--- config.mk ---
export PLATFORM = sky130hd
export DESIGN_NAME = audio_rx_control
export DESIGN_NICKNAME = d
export VERILOG_FILES = /design/src/rtl/audio_rx_control_pkg.sv /design/src/rtl/audio_sync_edge.sv /design/src/rtl/audio_rx_control.sv
export SDC_FILE = /design/constraint.sdc
export NUM_CORES = 1
export LEC_CHECK = 0
export CAP_MARGIN = 30
export CORE_AREA = 2 2 86 88
export DETAILED_ROUTE_END_ITERATION = 7
export DIE_AREA = 0 0 88 90
export PLACE_DENSITY = 0.71
export SLEW_MARGIN = 20
export SYNTH_ARGS = -nofsm -noshare
export SYNTH_HDL_FRONTEND = slang
export SYNTH_SLANG_ARGS = --single-unit
--- constraint.sdc ---
create_clock -name clk -period 3.05 [get_ports clk]
set_input_delay 0.915 -clock clk [delete_from_list [all_inputs] [get_ports clk]]
set_output_delay 0.915 -clock clk [all_outputs]
set_load 0.01 [all_outputs]
--- src/rtl/audio_rx_control_pkg.sv ---
// Shared audio definitions: word sizes and the receive FSM state type.
package audio_rx_control_pkg;

  localparam int unsigned SAMPLE_W    = 16;
  localparam int unsigned BITS_PER_CH = 16;
  localparam int unsigned CNT_W       = 5;

  // bit_cnt value for a complete channel; also the saturation point
  localparam logic [CNT_W-1:0] BITS_FULL = CNT_W'(BITS_PER_CH);

  typedef enum logic [1:0] {
    StWaitSync,
    StLeft,
    StRight
  } audio_state_e;

endpackage

--- src/rtl/audio_sync_edge.sv ---
// Multi-flop synchronizer for one asynchronous input, with rise and change
// detection on the synchronized value.
module audio_sync_edge #(
  parameter int unsigned SYNC_STAGES = 2
) (
  input  logic clk_i,
  input  logic rst_ni,
  input  logic d_i,
  output logic q_o,
  output logic rise_o,
  output logic change_o
);

  logic [SYNC_STAGES-1:0] sync_q;
  logic                   prev_q;

  // Shift the raw input through the synchronizer and keep one delayed copy for edge detect
  always_ff @(posedge clk_i or negedge rst_ni) begin
    if (!rst_ni) begin
      sync_q <= '0;
      prev_q <= 1'b0;
    end else begin
      sync_q <= {sync_q[SYNC_STAGES-2:0], d_i};
      prev_q <= sync_q[SYNC_STAGES-1];
    end
  end

  assign q_o      = sync_q[SYNC_STAGES-1];
  assign rise_o   = q_o & ~prev_q;
  assign change_o = q_o ^ prev_q;

endmodule

--- src/rtl/audio_rx_control.sv ---
// Serial audio receiver: synchronizes sclk/lrclk/sdout, assembles 16-bit left/right words
// MSB first and presents a stereo pair with a one-cycle sample_valid pulse.
// Optional build macro AUDIO_RX_FRAME_ERR_EN enables frame_err for malformed channel lengths.
module audio_rx_control #(
  parameter int unsigned SYNC_STAGES = 2
) (
  input  logic        clk,
  input  logic        rst,
  input  logic        audio_sclk,
  input  logic        audio_lrclk,
  input  logic        audio_sdout,
  output logic [15:0] sample_left,
  output logic [15:0] sample_right,
  output logic        sample_valid,
  output logic        frame_err
);

  import audio_rx_control_pkg::*;

  logic sclk_s, lr_s, sd_s, sclk_rise;
  logic sclk_change_unused, lr_rise_unused, lr_change_unused, sd_rise_unused, sd_change_unused;

  audio_sync_edge #(.SYNC_STAGES(SYNC_STAGES)) u_sync_sclk (
    .clk_i    (clk),
    .rst_ni   (rst),
    .d_i      (audio_sclk),
    .q_o      (sclk_s),
    .rise_o   (sclk_rise),
    .change_o (sclk_change_unused)
  );

  audio_sync_edge #(.SYNC_STAGES(SYNC_STAGES)) u_sync_lrclk (
    .clk_i    (clk),
    .rst_ni   (rst),
    .d_i      (audio_lrclk),
    .q_o      (lr_s),
    .rise_o   (lr_rise_unused),
    .change_o (lr_change_unused)
  );

  audio_sync_edge #(.SYNC_STAGES(SYNC_STAGES)) u_sync_sdout (
    .clk_i    (clk),
    .rst_ni   (rst),
    .d_i      (audio_sdout),
    .q_o      (sd_s),
    .rise_o   (sd_rise_unused),
    .change_o (sd_change_unused)
  );

  audio_state_e          state_q, state_d;
  logic                  lr_prev_q, lr_prev_d;
  logic [SAMPLE_W-1:0]   shift_q, shift_d;
  logic [SAMPLE_W-1:0]   left_hold_q, left_hold_d;
  logic [SAMPLE_W-1:0]   left_q, left_d, right_q, right_d;
  logic [CNT_W-1:0]      bit_cnt_q, bit_cnt_d;
  logic                  valid_q, valid_d;
  logic                  lr_change;
  logic [3:0]            bit_idx;

  // lrclk is compared against the value captured at the previous sclk edge, not per clk
  assign lr_change = lr_s ^ lr_prev_q;
  // Bit n of a word lands at index 15-n
  assign bit_idx   = ~bit_cnt_q[3:0];

  // Next-state: word assembly and channel FSM, all gated by the sclk rising edge
  always_comb begin
    state_d     = state_q;
    lr_prev_d   = lr_prev_q;
    shift_d     = shift_q;
    left_hold_d = left_hold_q;
    left_d      = left_q;
    right_d     = right_q;
    bit_cnt_d   = bit_cnt_q;
    valid_d     = 1'b0;
    if (sclk_rise) begin
      lr_prev_d = lr_s;
      if (lr_change) begin
        // The bit that arrives with the lrclk change is the MSB of the new word
        shift_d                = '0;
        shift_d[SAMPLE_W-1]    = sd_s;
        bit_cnt_d              = CNT_W'(1);
        unique case (state_q)
          StWaitSync: if (!lr_s) state_d = StLeft;
          StLeft: if (lr_s) begin
            state_d     = StRight;
            left_hold_d = shift_q;
          end
          StRight: if (!lr_s) begin
            state_d = StLeft;
            left_d  = left_hold_q;
            right_d = shift_q;
            valid_d = 1'b1;
          end
          default: state_d = StWaitSync;
        endcase
      end else if (bit_cnt_q < BITS_FULL) begin
        shift_d[bit_idx] = sd_s;
        bit_cnt_d        = bit_cnt_q + CNT_W'(1);
      end
    end
  end

  // State and data registers
  always_ff @(posedge clk or negedge rst) begin
    if (!rst) begin
      state_q     <= StWaitSync;
      lr_prev_q   <= 1'b0;
      shift_q     <= '0;
      left_hold_q <= '0;
      left_q      <= '0;
      right_q     <= '0;
      bit_cnt_q   <= '0;
      valid_q     <= 1'b0;
    end else begin
      state_q     <= state_d;
      lr_prev_q   <= lr_prev_d;
      shift_q     <= shift_d;
      left_hold_q <= left_hold_d;
      left_q      <= left_d;
      right_q     <= right_d;
      bit_cnt_q   <= bit_cnt_d;
      valid_q     <= valid_d;
    end
  end

  assign sample_left  = left_q;
  assign sample_right = right_q;
  assign sample_valid = valid_q;

`ifdef AUDIO_RX_FRAME_ERR_EN
  logic ovf_q, ovf_d, left_err_q, left_err_d, frame_err_q, frame_err_d;
  logic ch_err;

  // bit_cnt saturates, so a separate flag remembers bits that arrived past the full count
  assign ch_err = (bit_cnt_q != BITS_FULL) | ovf_q;

  // Next-state: per-channel length check, reported with the pair's valid pulse
  always_comb begin
    ovf_d       = ovf_q;
    left_err_d  = left_err_q;
    frame_err_d = 1'b0;
    if (sclk_rise) begin
      if (lr_change) begin
        ovf_d = 1'b0;
        if (state_q == StLeft && lr_s)   left_err_d  = ch_err;
        if (state_q == StRight && !lr_s) frame_err_d = left_err_q | ch_err;
      end else if (bit_cnt_q == BITS_FULL) begin
        ovf_d = 1'b1;
      end
    end
  end

  // Frame error registers
  always_ff @(posedge clk or negedge rst) begin
    if (!rst) begin
      ovf_q       <= 1'b0;
      left_err_q  <= 1'b0;
      frame_err_q <= 1'b0;
    end else begin
      ovf_q       <= ovf_d;
      left_err_q  <= left_err_d;
      frame_err_q <= frame_err_d;
    end
  end

  assign frame_err = frame_err_q;
`else
  assign frame_err = 1'b0;
`endif

endmodule

==> impl_summary.txt <==
----------------------------------------------------
[Logic synthesis]
  Warning count from the yosys run ... 0
  Yosys reg bits ... 80
  Number of synthesized flops with an enable pin ... 0
  Portion of the post-synthesis area used by sequential elements ... 0.584
  Syn Std Cell Area ... 3430 um2
  Post-synthesis average cell area ... 15.2 um2
  Main flop type after synthesis ... dfrtp_1
  Post-synthesis async set-or-reset flop share ... 1.00
  Count of unique library cells instantiated by Yosys ... 39
  Number of standard cells after synthesis ... 226
  Net Count, Synth ... 235

[Drt]
  Total vias in the final route ... 1919
  Via/cell ratio ... 5.24
  Avg WL per Cell ... 15.4 um
  Final wirelength ... 5640 um
  1st-pass router iterations ... 4
  DRC errors left ... 0
  Count of nets left with antenna violations after detail routing ... 0
  DRT iter0 DRCs ... 81

[Worst setup path]
  Max stage delay on crit path ... 550 ps
  Register-to-register setup slack ... 920 ps
  Number of buffer and inverter instances along the worst setup path ... 1
  Cell family with the largest share of critical-path delay ... buffers and inverters
  Maximum fanout along the worst path ... 2
  Setup Crit Path Kind ... register to primary output
  Critical path required time ... 2130 ps
  Critical Path AT ... 1270 ps
  Worst setup EP type ... primary output
  Critical path startpoint category ... register
  Critical Path Slowest Stage Cell ... clkdlybuf4s50_1
  List of cells traversed by the critical path ... clkdlybuf4s50_1

[GRT]
  Final global-route overflow total ... 0
  All-layer global routing usage ... 0.158
  Via count of the first global-routing pass ... 1892
  Largest net degree at the start of global routing ... 46
  Global-route wire length before repair ... 9600 um
  Initial antenna violation count ... 0

[Power]
  Leakage power ... 1.95 nW
  Total power divided by cell area ... 609 nW/um2
  Max VDD drop ... 0.396 mV
  Final total power ... 2.46 mW

[Cells and area]
  Final-stage net count ... 271
  Commonest non-fill, non-tap cell in the layout ... dfrtp_1
  Commonest cells after routing, fill and taps aside ... dfrtp_1 (80), mux2_4 (38), clkdlybuf4s50_1 (36)
  Fill cells ... 566
  Share of cells above drive strength 1 ... 0.281
  Post-layout instance count excluding filler cells ... 366
  Area Growth Syn to Fin ... 18.1%
  Count of antenna diodes in the layout ... 0

[Timing]
  Unrepaired setup endpoints after global routing ... no
  Clock Skews ... 9.57 ps
  Final period util ... 0.717
  Max-Slew Margin vs Limit ... 0.526
  Number of max-slew violations in the final report ... 0
  Count of final hold-check violations ... 0
  Hold_ws ... 351 ps
  Slew at the pin with the worst max-slew slack ... 710 ps
  Fmax ... 0.457 GHz
  Final period demand of the worst path ... 2190 ps
  Final sum of negative setup slack ... 0 ps
  Number of setup violations in the final report ... 0

[Flow run]
  Max-cap violation count ... 0

[CTS]
  Clock buffers created by TritonCTS ... 9
  Clock transition at path regs ... 90 ps
  Clock Sink Count ... 80
  TritonCTS clock tree ... done
  CTS hold repair buffers ... 0
  Post-CTS setup-driven buffer insertion count ... 0
  Clock root buffer ... clkbuf_8
  H-tree levels ... 3
  Worst-case clock buffer depth ... 2
  Clock latency at the later pin of the worst-skew pair ... 350 ps
  Resized Gates After CTS ... 0

[Place]
  Input/output buffers ... 37
  Final HPWL DP ... 3660 um
  Cell count after placement ... 350
  Final GP Congestion ... 0.794

[Min path]
  HP Class ... register to register

[Floorplan]
  Core ar. ... 7020 um2
  Initial Utilization ... 0.489
  Die X-Extent ... 88 um
  Total I/O pin count ... 39
  Die height ... 90 um
  Number of standard-cell rows in the floorplan ... 31
  Total Die Area ... 7920 um2

[Outcome]
  Outcome ... complete, no violations

----------------------------------------------------
==> cells in the mapped netlist (2+ instances only) <==
| master | count | area (um2) |
|---|---|---|
| a21oi_1 | 2 | 10.0 |
| a22o_1 | 2 | 17.5 |
| a32o_1 | 14 | 140 |
| a32oi_1 | 3 | 26.3 |
| buf_1 | 2 | 7.51 |
| buf_2 | 3 | 15.0 |
| buf_6 | 6 | 67.6 |
| clkbuf_2 | 2 | 10.0 |
| dfrtp_1 | 80 | 2000 |
| ha_1 | 4 | 50.1 |
| inv_1 | 3 | 11.3 |
| mux2_2 | 12 | 135 |
| mux2_4 | 38 | 571 |
| nand2_1 | 5 | 18.8 |
| nand3_1 | 15 | 75.1 |
| nand4_4 | 2 | 42.5 |
| nor2_1 | 6 | 22.5 |
| nor2b_1 | 3 | 18.8 |
| nor3b_1 | 3 | 22.5 |
| nor4_1 | 2 | 12.5 |
==> metal layers <==
layer / up-vias / wire, um / GRT usage / part of all wire
li1: 900 / - / - / -
met1: 970 / 2700 / 0.222 / 0.48
met2: 41 / 2670 / 0.232 / 0.47
met3: 8 / 168 / 0.0413 / 0.030
met4: 0 / 98 / 0.0654 / 0.017
met5: - / 0 / 0 / 0
==> area by class of cell <==
cell class,instances,area [um2],share of cell area
repair buffers,40,403,0.0995
multi-input cells,128,1310,0.322
clock inverters,7,80.1,0.0198
well taps,99,124,0.0306
inverters,3,11.3,0.00278
flip-flops and latches,80,2000,0.494
clock buffers,9,124,0.0306
==> where the power goes <==
| part | leakage (nW) | switching [mW] | internal, mW |
|---|---|---|---|
| Clock | 0.102 | 0.400 | 0.388 |
| Sequential | 1.08 | 0.119 | 1.17 |
| Combinational | 0.765 | 0.191 | 0.197 |
==> kinds of logic after synthesis <==
group | synth area share
xor+xnor | 0.00511
other cells | 0.00109
mux | 0.206
compound gates | 0.0679
fa+ha+maj | 0.0146
buf+inv | 0.0358
simple gates | 0.0861
flops | 0.584
==> flip-flops by register name (all words and copies together) (netlist names), 2 cells and up <==
name                 count
left_hold_q             16
sample_right            16
u_sync_sclk.sync_q       2
u_sync_sdout.sync_q      2
sample_left             16
state_q                  2
shift_q                 16
u_sync_lrclk.sync_q      2
bit_cnt_q                5
==> per-stage QoR <==
| step | utilization | instance area [um2] | worst slack, ps |
|---|---|---|---|
| global route | 0.577 | 4050 | 791 |
| finish | 0.577 | 4050 | 862 |
| floorplan | - | 3430 | 1590 |
| detailed placement | 0.548 | 3840 | 918 |
| CTS | 0.577 | 4050 | 833 |
| global placement | 0.548 | 3840 | 992 |
==> worst paths after layout <==
check,from,endpoint,depth (start not counted)
worst max-delay path,sample_right[8]$_DFFE_PN0P_,sample_right[8],1
worst min-delay path,u_sync_sdout.sync_q[0]$_DFF_PN0_,u_sync_sdout.sync_q[1]$_DFF_PN0_,0
worst max register to register,u_sync_sclk.prev_q$_DFF_PN0_,sample_right[11]$_DFFE_PN0P_,4
worst min register to register,u_sync_sdout.sync_q[0]$_DFF_PN0_,u_sync_sdout.sync_q[1]$_DFF_PN0_,0
max in group asynchronous,rst,u_sync_sclk.sync_q[0]$_DFF_PN0_,2
min in group asynchronous,rst,sample_left[10]$_DFFE_PN0P_,1
Power figures use the tool's default switching activity.
